===== src/rtl/play_rate_ctrl_if.sv =====
// Control/data bundle between the playback sequencer and its host.
// Input names are the ones the sequencer sees; outputs are the ones it drives.
interface play_rate_ctrl_if #(
    parameter int ADDR_W = 20
);
    logic              i_start;
    logic              i_pause;
    logic              i_stop;
    logic              i_speed_up;
    logic              i_speed_down;
    logic              i_mode_fast;
    logic              i_sample_tick;
    logic [ADDR_W-1:0] i_end_addr;
    logic [ADDR_W-1:0] o_addr;
    logic              o_fetch;
    logic [3:0]        o_frac;
    logic [3:0]        o_rate;
    logic              o_fast;
    logic              o_playing;
    logic              o_done;

    modport master (
        output i_start, i_pause, i_stop, i_speed_up, i_speed_down,
               i_mode_fast, i_sample_tick, i_end_addr,
        input  o_addr, o_fetch, o_frac, o_rate, o_fast, o_playing, o_done
    );

    modport slave (
        input  i_start, i_pause, i_stop, i_speed_up, i_speed_down,
               i_mode_fast, i_sample_tick, i_end_addr,
        output o_addr, o_fetch, o_frac, o_rate, o_fast, o_playing, o_done
    );
endinterface


===== src/rtl/play_rate_ctrl.sv =====
// Playback sequencer: play/pause/stop FSM, saturating 1..RATE_MAX rate, and one
// fetch address per sample tick (fast mode skips samples, slow mode repeats them).
module play_rate_ctrl #(
    parameter int ADDR_W   = 20,
    parameter int RATE_MAX = 8
) (
    input  logic             i_clk,
    input  logic             i_rst_n,
    play_rate_ctrl_if.slave  bus
);
    localparam logic [1:0] ST_IDLE  = 2'd0;
    localparam logic [1:0] ST_PLAY  = 2'd1;
    localparam logic [1:0] ST_PAUSE = 2'd2;
    localparam logic [3:0] RATE_TOP = 4'(RATE_MAX);
    localparam logic [3:0] RATE_ONE = 4'd1;

    logic [1:0]        state_q, state_d;
    logic [ADDR_W:0]   ptr_q, ptr_d;
    logic [3:0]        step_q, step_d;
    logic [3:0]        rate_q, rate_d;
    logic              fast_q, fast_d;
    logic [ADDR_W-1:0] addr_q, addr_d;
    logic [3:0]        frac_q, frac_d;
    logic              fetch_q, fetch_d;
    logic              done_q, done_d;
    logic              playing_q, playing_d;

    logic [ADDR_W:0]   ptr_skip_s;
    logic [ADDR_W:0]   ptr_inc_s;
    logic              past_end_s;
    logic              last_rep_s;
    logic [3:0]        step_nxt_s;

    // The pointer carries one spare bit so an overshoot past the end is seen, never wrapped.
    assign ptr_skip_s = ptr_q + {{(ADDR_W-3){1'b0}}, rate_q};
    assign ptr_inc_s  = ptr_q + {{ADDR_W{1'b0}}, 1'b1};
    assign past_end_s = (ptr_q > {1'b0, bus.i_end_addr});
    assign last_rep_s = (step_q == (rate_q - 4'd1));
    assign fast_d     = bus.i_mode_fast;

    // Saturating rate update; simultaneous up/down cancel.
    always_comb begin
        rate_d = rate_q;
        if (bus.i_speed_up && !bus.i_speed_down) begin
            if (rate_q < RATE_TOP) begin
                rate_d = rate_q + 4'd1;
            end else begin
                rate_d = rate_q;
            end
        end else if (bus.i_speed_down && !bus.i_speed_up) begin
            if (rate_q > RATE_ONE) begin
                rate_d = rate_q - 4'd1;
            end else begin
                rate_d = rate_q;
            end
        end else begin
            rate_d = rate_q;
        end
    end

    // Playback FSM with stop > start > pause priority and tick handling in PLAY.
    always_comb begin
        state_d    = state_q;
        ptr_d      = ptr_q;
        step_nxt_s = step_q;
        addr_d     = addr_q;
        frac_d     = frac_q;
        fetch_d    = 1'b0;
        done_d     = 1'b0;
        if (bus.i_stop) begin
            state_d    = ST_IDLE;
            ptr_d      = {(ADDR_W+1){1'b0}};
            step_nxt_s = 4'd0;
        end else begin
            case (state_q)
                ST_IDLE: begin
                    if (bus.i_start) begin
                        state_d    = ST_PLAY;
                        ptr_d      = {(ADDR_W+1){1'b0}};
                        step_nxt_s = 4'd0;
                    end else begin
                        state_d = ST_IDLE;
                    end
                end
                ST_PLAY: begin
                    if (bus.i_pause) begin
                        state_d = ST_PAUSE;
                    end else if (bus.i_sample_tick) begin
                        if (past_end_s) begin
                            done_d     = 1'b1;
                            state_d    = ST_IDLE;
                            ptr_d      = {(ADDR_W+1){1'b0}};
                            step_nxt_s = 4'd0;
                        end else begin
                            fetch_d = 1'b1;
                            addr_d  = ptr_q[ADDR_W-1:0];
                            if (fast_q) begin
                                frac_d = 4'd0;
                                ptr_d  = ptr_skip_s;
                            end else begin
                                frac_d = step_q;
                                if (last_rep_s) begin
                                    step_nxt_s = 4'd0;
                                    ptr_d      = ptr_inc_s;
                                end else begin
                                    step_nxt_s = step_q + 4'd1;
                                end
                            end
                        end
                    end else begin
                        state_d = ST_PLAY;
                    end
                end
                ST_PAUSE: begin
                    if (bus.i_start) begin
                        state_d = ST_PLAY;
                    end else begin
                        state_d = ST_PAUSE;
                    end
                end
                default: begin
                    state_d    = ST_IDLE;
                    ptr_d      = {(ADDR_W+1){1'b0}};
                    step_nxt_s = 4'd0;
                end
            endcase
        end
    end

    // A rate or mode change restarts the repeat index; the pointer is untouched.
    always_comb begin
        if ((rate_d != rate_q) || (fast_d != fast_q)) begin
            step_d = 4'd0;
        end else begin
            step_d = step_nxt_s;
        end
    end

    assign playing_d = (state_d == ST_PLAY);

    // State and output registers.
    always_ff @(posedge i_clk or negedge i_rst_n) begin
        if (!i_rst_n) begin
            state_q   <= ST_IDLE;
            ptr_q     <= {(ADDR_W+1){1'b0}};
            step_q    <= 4'd0;
            rate_q    <= RATE_ONE;
            fast_q    <= 1'b0;
            addr_q    <= {ADDR_W{1'b0}};
            frac_q    <= 4'd0;
            fetch_q   <= 1'b0;
            done_q    <= 1'b0;
            playing_q <= 1'b0;
        end else begin
            state_q   <= state_d;
            ptr_q     <= ptr_d;
            step_q    <= step_d;
            rate_q    <= rate_d;
            fast_q    <= fast_d;
            addr_q    <= addr_d;
            frac_q    <= frac_d;
            fetch_q   <= fetch_d;
            done_q    <= done_d;
            playing_q <= playing_d;
        end
    end

    assign bus.o_addr    = addr_q;
    assign bus.o_fetch   = fetch_q;
    assign bus.o_frac    = frac_q;
    assign bus.o_rate    = rate_q;
    assign bus.o_fast    = fast_q;
    assign bus.o_playing = playing_q;
    assign bus.o_done    = done_q;
endmodule


===== src/flat_wrapper.sv =====
// flat-port wrapper written by rule: the top's interface ports become plain ports
module play_rate_ctrl_flat 
#(
    parameter int ADDR_W   = 20,
    parameter int RATE_MAX = 8
)
  (i_clk, i_rst_n, bus_i_start, bus_i_pause, bus_i_stop, bus_i_speed_up, bus_i_speed_down, bus_i_mode_fast, bus_i_sample_tick, bus_i_end_addr, bus_o_addr, bus_o_fetch, bus_o_frac, bus_o_rate, bus_o_fast, bus_o_playing, bus_o_done);
  play_rate_ctrl_if #(.ADDR_W(ADDR_W)) bus_i ();
  input  logic i_clk;
  input  logic i_rst_n;
  input wire logic [$bits(bus_i.i_start)-1:0] bus_i_start;
  input wire logic [$bits(bus_i.i_pause)-1:0] bus_i_pause;
  input wire logic [$bits(bus_i.i_stop)-1:0] bus_i_stop;
  input wire logic [$bits(bus_i.i_speed_up)-1:0] bus_i_speed_up;
  input wire logic [$bits(bus_i.i_speed_down)-1:0] bus_i_speed_down;
  input wire logic [$bits(bus_i.i_mode_fast)-1:0] bus_i_mode_fast;
  input wire logic [$bits(bus_i.i_sample_tick)-1:0] bus_i_sample_tick;
  input wire logic [$bits(bus_i.i_end_addr)-1:0] bus_i_end_addr;
  output wire logic [$bits(bus_i.o_addr)-1:0] bus_o_addr;
  output wire logic [$bits(bus_i.o_fetch)-1:0] bus_o_fetch;
  output wire logic [$bits(bus_i.o_frac)-1:0] bus_o_frac;
  output wire logic [$bits(bus_i.o_rate)-1:0] bus_o_rate;
  output wire logic [$bits(bus_i.o_fast)-1:0] bus_o_fast;
  output wire logic [$bits(bus_i.o_playing)-1:0] bus_o_playing;
  output wire logic [$bits(bus_i.o_done)-1:0] bus_o_done;
  assign bus_i.i_start = bus_i_start;
  assign bus_i.i_pause = bus_i_pause;
  assign bus_i.i_stop = bus_i_stop;
  assign bus_i.i_speed_up = bus_i_speed_up;
  assign bus_i.i_speed_down = bus_i_speed_down;
  assign bus_i.i_mode_fast = bus_i_mode_fast;
  assign bus_i.i_sample_tick = bus_i_sample_tick;
  assign bus_i.i_end_addr = bus_i_end_addr;
  assign bus_o_addr = bus_i.o_addr;
  assign bus_o_fetch = bus_i.o_fetch;
  assign bus_o_frac = bus_i.o_frac;
  assign bus_o_rate = bus_i.o_rate;
  assign bus_o_fast = bus_i.o_fast;
  assign bus_o_playing = bus_i.o_playing;
  assign bus_o_done = bus_i.o_done;
  play_rate_ctrl #(.ADDR_W(ADDR_W), .RATE_MAX(RATE_MAX)) u_core (.i_clk(i_clk), .i_rst_n(i_rst_n), .bus(bus_i));
endmodule

===== config.mk =====
export PLATFORM = sky130hd
export DESIGN_NAME = play_rate_ctrl_flat
export DESIGN_NICKNAME = d
export VERILOG_FILES = /design/src/rtl/play_rate_ctrl_if.sv /design/src/rtl/play_rate_ctrl.sv /design/src/flat_wrapper.sv
export SDC_FILE = /design/constraint.sdc
export NUM_CORES = 1
export LEC_CHECK = 0
export CORE_MARGIN = 8
export CORE_UTILIZATION = 50
export CTS_BUF_LIST = sky130_fd_sc_hd__clkbuf_8
export DETAILED_ROUTE_END_ITERATION = 8
export PLACE_DENSITY_LB_ADDON = 0.15
export RECOVER_POWER = 50
export SETUP_SLACK_MARGIN = 0.3
export SKIP_CTS_REPAIR_TIMING = 1
export SLEW_MARGIN = 20
export SYNTH_ARGS = -nofsm -noshare
export SYNTH_HDL_FRONTEND = slang
export SYNTH_SLANG_ARGS = --single-unit
export TNS_END_PERCENT = 5

===== constraint.sdc =====
create_clock -name i_clk -period 4.75 [get_ports i_clk]
set_clock_uncertainty 0.2 [all_clocks]
set_input_delay 0.95 -clock i_clk [delete_from_list [all_inputs] [get_ports i_clk]]
set_output_delay 0.95 -clock i_clk [all_outputs]
set_load 0.005 [all_outputs]

* After elaboration in Yosys (flattened, before gate mapping) *
Cells that the tools add are included.

storage, ports and cells
  output and inout port bits = 32
  input port bits = 29
  word-level logic and storage cells = 85
  register bits = 59

operators by class
  add/sub/neg operators = 5
  bitwise logic cells = 3
  reductions and logical operators = 9
  order comparisons = 3
  eq/ne operators = 16
  muxes and demuxes = 39

operators by type and width
  cell                     count
  $mux W21                 7
  $pmux W21 S3             1
  $mux W4                  13
  $add A21 B1 Y21 const B  1
  $add A21 B4 Y21          1
  $gt A21 B20 Y1           1
  $reduce_and A5 Y1        3
  $ne A4 B3 Y1 const B     3
  $pmux W4 S3              1
  $mux W1                  11
  $mux W2                  5
  $ne A3 B3 Y1 const B     3
  $add A4 B1 Y4 const B    2
  $pmux W2 S3              1
  $ne A5 B2 Y1 const B     1
  $ne A5 B5 Y1 const B     1
  $eq A2 B1 Y1 const B     2
  $eq A4 B4 Y1             1
  $gt A4 B1 Y1 const B     1
  $lt A4 B4 Y1 const B     1
  $ne A4 B4 Y1             1
  $sub A4 B1 Y4 const B    1
  $ne A3 B2 Y1 const B     1
  $not A1 Y1               3
  other kinds (7)          9

* Longest topological paths before layout *
  depth after elaboration = 10
  gate-level depth with buffers = 12
  depth with buffers taken out = 11

* Least setup slack after synthesis *
Ideal clock, no wire load.

  path type = input to register
  start point = in bus_i_end_addr[16]
  end point = reg u_core.ptr_q[17]
  buffers on the path = 1
  library setup time = 0.078 ns
  data required time = 4.472 ns
  slack = 1.586 ns
  data arrival time = 2.886 ns
  stages on the path = 10
  path through = inv_1 ha_1 nand4_1 nor4_2 o31ai_1 nand4_2 a21boi_4 buf_6 or4_1 a21oi_1

on the way
  cells in the longest elaborated chain, start to end = 6
  elaborated cells on any way between the ends = 8
  those cells by class = 1 x order compare; 1 x eq/ne; 5 x mux; 1 x reduce/logical

ends and longest elaborated chain
  item                  line                   RTL
  from (decl)           flat_wrapper.sv:18     input wire logic [$bits(bus_i.i_end_addr)-1:0] bus_i_end_addr;
  $gt A21 B20 Y1 *      play_rate_ctrl.sv:37   assign past_end_s = (ptr_q > {1'b0, bus.i_end_addr});
  $mux W21              play_rate_ctrl.sv:89   if (past_end_s) begin
  $mux W21              play_rate_ctrl.sv:88   end else if (bus.i_sample_tick) begin
  $mux W21              play_rate_ctrl.sv:86   if (bus.i_pause) begin
  $pmux W21 S3          play_rate_ctrl.sv:75   case (state_q)
  $mux W21              play_rate_ctrl.sv:70   if (bus.i_stop) begin
  to (signal assigned)  play_rate_ctrl.sv:145  ptr_q <= {(ADDR_W+1){1'b0}};
  to (signal assigned)  play_rate_ctrl.sv:156  ptr_q <= ptr_d;
  to (decl)             play_rate_ctrl.sv:18   logic [ADDR_W:0] ptr_q, ptr_d;

Every way passes the cells marked *; elsewhere a longest branch is shown, timed or not. The select of a mux whose other input is x is not followed.
A chain may end at the register's enable or synchronous reset.

* Worst setup path in the final report *
  start point = in bus_i_end_addr[16]
  end point = reg u_core.ptr_q[14]

The elaborated chain is that of the path after synthesis.

==> key figures <==
Run status
  – Status: completed

Power
  – Worst vdd ir: 0.000165 V
  – PwrDens: 298 nW/um2
  – Overall power: 1.34 mW
  – P_leak: 2.16 nW

STA
  – Fin Setup TNS: 0 ns
  – Max transition margin: 49.6%
  – Hold Slack: 0.296 ns
  – Max-slew violations: 0
  – Final setup viols: 0
  – Tmin final: 3.56 ns
  – RSZ-0062 raised after global routing: false
  – Part of the cycle the worst path needs: 74.9%
  – Worst slew pin tran: 0.757 ns
  – Final Hold Viols: 0
  – Fmax: 0.281 GHz

Placed design
  – Placed cell count: 507
  – RD Place Congestion: 0.780
  – DP Area: 4320 um2
  – HPWL after DPL: 6100 um
  – PortBufs: 60

Route
  – Vias/cell: 5.62
  – DR pass1 iterations: 4
  – Wire per inst: 15.8 um
  – Initial drt markers: 145
  – Total routed wirelength: 8250 um
  – Post-route antenna net violation count: 0
  – Via count: 2927
  – Residual DRC: 0

Setup path
  – Reg2reg end: u_core.ptr_q[13]$_DFFE_PN0P_
  – Worst R2R Setup Slack: 1.79 ns
  – Origin of the critical flop-to-flop path: u_core.ptr_q[4]$_DFFE_PN0P_
  – Reg2Reg Depth: 9
  – CP endpoint: u_core.ptr_q[14]$_DFFE_PN0P_
  – Crit Path Max Fanout: 15
  – Setup crit end kind: flip-flop
  – Setup CP Type: in -> reg
  – Crit path DAT: 3.58 ns
  – CP startpoint kind: input pin
  – CP startpoint: bus_i_end_addr[16]
  – Crit path required time: 4.77 ns

Final layout
  – Final nets: 477
  – Design Area, Final: 4500 um2
  – Fin cells: 521
  – Share of cells above drive strength 1: 12.3%
  – Layout area overhead: 24.4%
  – Diodes inserted: 0

Logic synthesis
  – Top_reg_cell synth: dfrtp_1
  – Synth Warn #: 0
  – Avg Inst Size Synth: 10.1 um2
  – Post-synth EDFFs: 0
  – Yosys reg bits: 59
  – Unique masters post-synth: 60
  – Sequential share of the synthesized area: 40.9%
  – Async set or reset register ratio after synthesis: 100%
  – Mapped Area: 3620 um2
  – Post-Synthesis Cells: 357
  – Synth Net Count: 415

Floorplan
  – Initial Util: 50.7%
  – Die Span Y: 101 um
  – Rows: 31
  – Num ports: 61
  – Die area: 10200 um2
  – Core Footprint: 7140 um2
  – Chip Width: 101 um

Hold path
  – Path type of the worst min-delay path: reg -> reg

GRT
  – First-pass GRT wire length: 14500 um
  – Largest net degree at the start of global routing: 60
  – Initial antenna violation count: 0
  – All-Layer GR Usage: 17.6%
  – Number of global-route vias before repair: 3041
  – Total gr overflow: 0

Clock network
  – Latest clock arrival within the worst-skew pair: 0.34 ns
  – Clock Pin Slew Worst Setup and Hold Paths: 0.06 ns
  – Num CTS Buffers: 9
  – Htree depth: 3
  – Clock buffer depth: 2
  – CTS tree: done
  – Root buffer cell: clkbuf_8
  – Clock sink total: 59

Flow run
  – Max-Cap Viols: 0
==> synthesized netlist by cell type (5+ instances only) <==
master | n | share of area (%)
dfrtp_1 | 58 | 40
a21oi_1 | 29 | 4.0
ha_1 | 28 | 9.7
inv_1 | 28 | 2.9
mux2_2 | 22 | 6.8
nand2_1 | 20 | 2.1
nor2_1 | 12 | 1.2
nand3_1 | 11 | 1.5
nand4_1 | 11 | 1.9
o21ai_0 | 11 | 1.5
nor2b_1 | 8 | 1.4
a21o_1 | 7 | 1.5
a22o_1 | 7 | 1.7
nand3b_1 | 7 | 1.5
o31ai_1 | 6 | 1.2
and3_1 | 5 | 0.86
buf_2 | 5 | 0.69
xor2_1 | 5 | 1.2
==> power by group <==
part	switching [mW]	internal [mW]
logic	0.156	0.168
registers	0.0513	0.534
clock network	0.187	0.247
==> through the flow <==
step,worst slack [ns],utilization (%)
2_1_floorplan,1.59,-
3_3_place_gp,0.944,60.5
5_1_grt,0.936,63.0
4_1_cts,1.17,63.0
6_report,1.19,63.0
3_5_place_dp,0.831,60.5
==> cell usage in the layout (no fill, tap or decap), types with 8 or more instances in the layout <==
master,instances
dfrtp_1,58
clkdlybuf4s50_1,45
inv_1,29
a21oi_1,29
ha_1,28
mux2_2,22
nand2_1,20
dlygate4sd3_1,14
nor2_1,12
o21ai_0,11
nand4_1,11
nand3_1,11
clkbuf_8,10
nor2b_1,8
==> registers in the layout, indices dropped and copies added (netlist names) <==
name                  count
u_core.bus.o_fetch        1
u_core.bus.o_done         1
u_core.ptr_q             21
u_core.step_q             4
u_core.bus.o_fast         1
u_core.bus.o_playing      1
u_core.bus.o_frac         4
u_core.state_q            2
u_core.bus.o_addr        20
u_core.bus.o_rate         4
==> area by class of cell <==
class	instances	area [um2]
multi-input cells	258	1980
clock buffers	10	138
inverters	28	105
well taps	99	124
fillers	622	2640
repair buffers	63	631
flip-flops and latches	59	1480
clock inverters	4	43.8
==> worst min-delay path by stage <==
stage                                      startpoint                                 to  slack [ns]  depth (start not counted)
floorplan                u_core.ptr_q[20]$_DFFE_PN0P_       u_core.ptr_q[20]$_DFFE_PN0P_        0.29                          1
global placement    u_core.bus.o_addr[17]$_DFFE_PN0P_  u_core.bus.o_addr[17]$_DFFE_PN0P_        0.29                          1
detailed placement   u_core.bus.o_addr[3]$_DFFE_PN0P_   u_core.bus.o_addr[3]$_DFFE_PN0P_        0.30                          1
CTS                  u_core.bus.o_addr[3]$_DFFE_PN0P_   u_core.bus.o_addr[3]$_DFFE_PN0P_        0.31                          1
global route         u_core.bus.o_addr[8]$_DFFE_PN0P_   u_core.bus.o_addr[8]$_DFFE_PN0P_        0.32                          1
finish               u_core.bus.o_addr[0]$_DFFE_PN0P_   u_core.bus.o_addr[0]$_DFFE_PN0P_        0.30                          1
==> layer usage <==
| metal | part of all wire (%) | global-route usage, % | vias up |
|---|---|---|---|
| met4 | 1.1 | 5.84 | 0 |
| met5 | 0 | 0 | - |
| met3 | 5.4 | 4.56 | 11 |
| li1 | - | - | 1433 |
| met1 | 46 | 22.6 | 1411 |
| met2 | 48 | 28.1 | 72 |
==> critical path, stage by stage <==
cell	delay, ns
clkdlybuf4s50_1	0.46
inv_1	0.04
ha_1	0.30
nand4_1	0.18
nor4_2	0.44
o31ai_1	0.20
nand4_2	0.18
nand2_1	0.32
a21o_1	0.26
mux2_2	0.25
==> cells by family (layout without fill, tap and decap cells) <==
kind of cell | count (synthesis) | in the layout | synth area share, %
compound gates | 85 | 85 | 16.2
xor+xnor | 10 | 10 | 2.63
mux | 25 | 25 | 7.68
simple gates | 109 | 109 | 17.7
flops | 59 | 59 | 40.9
fa+ha+maj | 29 | 29 | 10.2
buf+inv | 40 | 105 | 4.74
No activity file was read; power rests on OpenSTA's default activity.
